## config.mk

```make
export PLATFORM = sky130hd
export DESIGN_NAME = tag_mem_array_responder
export DESIGN_NICKNAME = d
export VERILOG_FILES = /design/src/rtl/tag_mem_array_responder.sv
export SDC_FILE = /design/constraint.sdc
export NUM_CORES = 2
export LEC_CHECK = 0
export CAP_MARGIN = 25
export CORE_MARGIN = 2
export CORE_UTILIZATION = 35
export CTS_BUF_LIST = sky130_fd_sc_hd__clkbuf_4
export DETAILED_ROUTE_END_ITERATION = 12
export SYNTH_ARGS = -nofsm -noshare
export SYNTH_HDL_FRONTEND = slang
export SYNTH_SLANG_ARGS = --single-unit
```

## constraint.sdc

```tcl
create_clock -name clk -period 5.13 [get_ports clk]
set_clock_uncertainty 0.2 [all_clocks]
set_input_delay 1.026 -clock clk [delete_from_list [all_inputs] [get_ports clk]]
set_output_delay 1.026 -clock clk [all_outputs]
set_load 0.005 [all_outputs]
```

## src/rtl/tag_mem_array_responder.sv

```systemverilog
// Tag memory responder: decodes the precharge/sense/write handshake and holds the
// EPC, sensor 1 and sensor 2 word banks with per-word valid bits.
module tag_mem_array_responder #(
  parameter int unsigned DEPTH   = 64,
  parameter int unsigned ADDR_W  = 6,
  parameter int unsigned TIMEOUT = 8
) (
  input  logic              clk,
  input  logic              reset_n,
  input  logic [2:0]        mem_sel,
  input  logic [ADDR_W-1:0] mem_address,
  input  logic              PC_B,
  input  logic              WE,
  input  logic              SE,
  input  logic [1:0]        RorW,
  input  logic [15:0]       mem_data_in,
  output logic [15:0]       mem_read_out,
  output logic              busy,
  output logic              access_done,
  output logic              err_sel,
  output logic              err_addr,
  output logic              err_proto
);

  localparam int unsigned CntW = $clog2(TIMEOUT + 1);

  typedef enum logic [1:0] {StIdle, StPre, StRecover} state_e;

  state_e              state_q, state_d;
  logic [1:0]          bank_q, bank_d;
  logic [ADDR_W-1:0]   addr_q, addr_d;
  logic                op_rd_q, op_rd_d;
  logic [CntW-1:0]     cnt_q, cnt_d;
  logic [15:0]         rdata_q, rdata_d;
  logic                done_q, done_d;
  logic                err_sel_q, err_sel_d;
  logic                err_addr_q, err_addr_d;
  logic                err_proto_q, err_proto_d;
  logic                wr_en;

  logic [15:0]         mem_q   [3][DEPTH];
  logic [DEPTH-1:0]    valid_q [3];

  // Start-edge decode shared by IDLE and the re-precharge path in PRE.
  logic       op_start, sel_onehot, addr_ok, start_ok;
  logic [1:0] sel_idx;
  logic [15:0] rd_word;

  always_comb begin
    sel_idx    = 2'd0;
    sel_onehot = 1'b1;
    case (mem_sel)
      3'b001:  sel_idx = 2'd0;
      3'b010:  sel_idx = 2'd1;
      3'b100:  sel_idx = 2'd2;
      default: sel_onehot = 1'b0;
    endcase
    op_start = !PC_B && (RorW == 2'b01 || RorW == 2'b10);
    addr_ok  = 32'(mem_address) < DEPTH;
    start_ok = op_start && sel_onehot && addr_ok;
    rd_word  = '0;
    if (sel_onehot && addr_ok && valid_q[sel_idx][mem_address]) begin
      rd_word = mem_q[sel_idx][mem_address];
    end
  end

  always_comb begin
    state_d     = state_q;
    bank_d      = bank_q;
    addr_d      = addr_q;
    op_rd_d     = op_rd_q;
    cnt_d       = cnt_q;
    rdata_d     = rdata_q;
    done_d      = 1'b0;
    err_sel_d   = err_sel_q;
    err_addr_d  = err_addr_q;
    err_proto_d = err_proto_q;
    wr_en       = 1'b0;

    unique case (state_q)
      StIdle, StPre: begin
        if (!PC_B) begin
          cnt_d = '0;
          if (RorW == 2'b11) begin
            err_proto_d = 1'b1;
            state_d     = StIdle;
          end else if (op_start) begin
            if (!sel_onehot) begin
              err_sel_d = 1'b1;
              state_d   = StIdle;
            end else if (!addr_ok) begin
              err_addr_d = 1'b1;
              rdata_d    = '0;
              state_d    = StIdle;
            end
          end
          if (start_ok) begin
            bank_d  = sel_idx;
            addr_d  = mem_address;
            op_rd_d = (RorW == 2'b01);
            state_d = StPre;
            if (RorW == 2'b01) rdata_d = rd_word;
          end
        end else if (state_q == StPre) begin
          if ((WE && SE) || (WE && op_rd_q) || (SE && !op_rd_q)) begin
            err_proto_d = 1'b1;
            cnt_d       = '0;
            state_d     = StIdle;
          end else if (WE || SE) begin
            // Legal strobe for the latched op; write commits on this edge.
            wr_en   = WE;
            done_d  = 1'b1;
            cnt_d   = '0;
            state_d = StRecover;
          end else if (cnt_q == CntW'(TIMEOUT - 1)) begin
            err_proto_d = 1'b1;
            cnt_d       = '0;
            state_d     = StIdle;
          end else begin
            cnt_d = cnt_q + CntW'(1);
          end
        end
      end
      StRecover: begin
        if (!WE && !SE && RorW == 2'b00) state_d = StIdle;
      end
      default: state_d = StIdle;
    endcase
  end

  always_ff @(posedge clk) begin
    if (!reset_n) begin
      state_q     <= StIdle;
      bank_q      <= '0;
      addr_q      <= '0;
      op_rd_q     <= 1'b0;
      cnt_q       <= '0;
      rdata_q     <= '0;
      done_q      <= 1'b0;
      err_sel_q   <= 1'b0;
      err_addr_q  <= 1'b0;
      err_proto_q <= 1'b0;
      for (int b = 0; b < 3; b++) valid_q[b] <= '0;
    end else begin
      state_q     <= state_d;
      bank_q      <= bank_d;
      addr_q      <= addr_d;
      op_rd_q     <= op_rd_d;
      cnt_q       <= cnt_d;
      rdata_q     <= rdata_d;
      done_q      <= done_d;
      err_sel_q   <= err_sel_d;
      err_addr_q  <= err_addr_d;
      err_proto_q <= err_proto_d;
      if (wr_en) valid_q[bank_q][addr_q] <= 1'b1;
    end
  end

  // Array contents survive reset; only the valid bits are cleared.
  always_ff @(posedge clk) begin
    if (reset_n && wr_en) mem_q[bank_q][addr_q] <= mem_data_in;
  end

  assign mem_read_out = rdata_q;
  assign busy         = (state_q != StIdle);
  assign access_done  = done_q;
  assign err_sel      = err_sel_q;
  assign err_addr     = err_addr_q;
  assign err_proto    = err_proto_q;

endmodule

```

==> flow_summary_export.csv <==
group,metric,value,unit
floorplanning,io_pins,53,
sta,setup_slack,1100,ps
clock_tree,ctsResizeCount,0,
floorplanning,core_area,363000,µm²
routing,vias,73511,
worst_setup_path,path_cells,"clkdlybuf4s50_1",
hold_path,min_path_type,"input pin to flop",
power,cellPowerDensity,367,nW/µm²
worst_setup_path,arrival,2800,ps
clock_tree,cts_sinks,3298,
worst_setup_path,crit_buf_inv,1,
clock_tree,cts_tree,"yes",
sta,period_minus_slack,4030,ps
sta,fmax,248,MHz
clock_tree,clock_latency,1400,ps
floorplanning,fp-row-count,221,
worst_setup_path,cp.required,3900,ps
floorplanning,dieArea,369000,µm²
sta,worst_slew_pin_slew,1160,ps
cells_and_area,drive_above_1_share,30.8,%
logic_synthesis,syn_nets,6914,
sta,finalCritPeriodShare,78.6,%
routing,wl_met1,149,mm
grt,track_usage,20.4,%
logic_synthesis,ys_ff_latch,3298,
grt,antenna_found_initial,32,
grt,grt_max_degree,198,
worst_setup_path,critPathCaptureType,"output port",
logic_synthesis,netlist_area,128000,µm²
floorplanning,die_h,608,µm
logic_synthesis,yosysUniqueCellTypes,74,
clock_tree,htreeDepth,6,
run_status,status,"finished clean",
routing,top_layer_used,"met5",
clock_tree,cts_buffers,796,
clock_tree,clock_path_buffers,4,
logic_synthesis,ys_seq_area_share,75.9,%
sta,rsz0062_at_grt,"false",
floorplanning,die_w,608,µm
logic_synthesis,syn_inst,6878,
power,total_power,54.1,mW
logic_synthesis,synth_edf_count,3072,
logic_synthesis,async_flop_share,0,%
placement,pre_cts_slack,51.2,ps
power,ir_drop,0.195,mV
logic_synthesis,ys_warn_count,0,
worst_setup_path,critPathTopFamily,"flip-flops",
worst_setup_path,reg2reg_slack,1480,ps
worst_setup_path,max_stage_delay,740,ps
placement,port_buffers,51,
routing,wirelength,385,mm
clock_tree,clk_pin_slew,70,ps
grt,grt_pass1_wl,541,mm
routing,drc_errors,0,
placement,routabilityCongestion,0.953,
routing,drtPass1Iterations,8,
routing,drtIter0Drc,9466,
grt,overflow,0,
grt,grt_pass1_vias,72915,
placement,dp.cells,11841,
routing,wl_met2,176,mm
floorplanning,initial_utilization,35.2,%
logic_synthesis,syn_area_per_cell,18.5,µm²
worst_setup_path,slowest_stage,"dfxtp_1",
routing,wl_per_cell,28.9,µm
cells_and_area,fillers,32497,
sta,tns,0,ps
clock_tree,root_buffer,"clkbuf_4",
cells_and_area,fin_nets,7903,
power,p_leak,49.4,nW
placement,dpl.hpwl,232,mm
sta,relSlewSlack,22.3,%
cells_and_area,utilization,40.7,%
routing,wl_met3,44.0,mm
run,maxCapViolCount,0,
worst_setup_path,path_class,"flop to output port",
cells_and_area,area_growth,15.7,%
sta,hold_violations,0,
worst_setup_path,cp_max_fo,2,
routing,antenna_left,0,
sta,setup_viol,0,
logic_synthesis,synthFlopType,"edfxtp_1",
worst_setup_path,startpoint_type,"flop",
cells_and_area,layout.cells.non_filler,13298,
sta,drv_slew,0,
routing,vias_per_cell,5.53,
==> tightest hold or removal path, delay by kind of cell <==
kind                   cells  cell delay, ps
and+or+nand+nor            1             180
AOI/OAI and AO/OA          2             210
buffers and inverters      1             350
==> cells in the mapped netlist, types with 11 or more instances <==
master,n,area share [%]
edfxtp_1,3072,72
nand2_1,851,2.5
mux4_2,616,11
nor2_1,292,0.86
dfxtp_1,226,3.5
nand3_1,221,0.87
a21o_1,193,1.1
mux2i_1,172,1.3
clkbuf_1,171,0.50
a21oi_1,145,0.57
buf_2,110,0.43
o21ai_0,83,0.33
a32oi_1,69,0.47
nand4_1,66,0.32
buf_4,63,0.37
a31oi_1,60,0.29
o22ai_1,47,0.23
buf_1,36,0.11
nor3_1,32,0.13
nor4_1,32,0.16
mux4_1,27,0.56
buf_6,21,0.19
o211ai_1,21,0.12
a22oi_1,20,0.12
buf_12,20,0.31
o2111ai_1,18,0.12
a211oi_1,17,0.10
and3_1,17,0.083
a221oi_1,15,0.10
nor2b_1,11,0.054
==> worst paths after layout <==
| check | startpoint | to | depth (start not counted) |
|---|---|---|---|
| worst max register to register | state_q[0] | mem_q[1][843] | 9 |
| worst min-delay path | mem_address[5] | mem_read_out[13] | 4 |
| worst max-delay path | mem_read_out[1] | mem_read_out[1] | 1 |
| worst min register to register | valid_q[2][62] | valid_q[2][62] | 1 |
==> logic make-up (layout without fill, tap and decap cells) <==
family	Yosys count	count (layout)	synth area share (%)
flops	3298	3298	75.9
simple gates	1555	1555	5.17
mux	822	822	12.8
compound gates	760	760	4.08
buf+inv	437	2047	2.00
fa+ha+maj	4	4	0.0392
other cells	1	17	0.00294
xor+xnor	1	1	0.00687
==> placed cells by master (no fill, tap or decap), drive strengths merged, types with 28 or more instances in the layout <==
cell	n
a21o	193
a21oi	145
a31oi	60
a32oi	69
buf	566
clkbuf	1193
clkdlybuf4s50	28
clkinv	200
dfxtp	226
edfxtp	3072
mux2i	172
mux4	643
nand2	851
nand3	221
nand4	66
nor2	293
nor3	32
nor4	32
o21ai	93
o22ai	47
==> timing repair <==
| action | CTS | global route |
|---|---|---|
| hold endpoints to repair | 710 | 83 |
| setup endpoints to repair | 0 | 0 |
| hold buffers | 15 | 2 |
| buffers inserted | 0 | 0 |
==> routing by layer <==
layer	vias up	track usage, %
li1	30188	-
met2	4359	31.2
met4	22	8.47
met5	-	0
met1	38182	27.1
met3	760	5.86
==> power breakdown <==
part	leakage, nW	total [mW]	switching [mW]	internal [mW]
sequential	29.4	29.4	0.00818	29.4
combinational	13.9	2.88	1.97	0.910
clock	6.09	21.9	10.5	11.4
==> registers in the layout (all words and copies together), names as in the netlist <==
name and flops:
access_done 1, addr_q 6, bank_q 2, cnt_q 4
err_proto 1, err_sel 1, mem_q 3072, mem_read_out 16
op_rd_q 1, state_q 2, valid_q 192
==> layout make-up <==
type                    instances  area (µm²)  area share [%]
well taps                    4794        6000            4.06
repair buffers                617        5720            3.88
flip-flops and latches       3298       96800            65.6
inverters                      11        51.3          0.0348
diodes                         16        40.0          0.0271
multi-input cells            3143       28700            19.4
clock buffers                1188        8920            6.04
clock inverters               231        1380           0.938
==> through the flow <==
step / area, µm² / hold slack [ps]
2_1_floorplan: 128000 / 218
5_1_grt: 148000 / 138
6_report: 148000 / 218
3_3_place_gp: 137000 / 225
3_5_place_dp: 137000 / 233
4_1_cts: 147000 / 30.2
(Power assumes the default switching activity.)
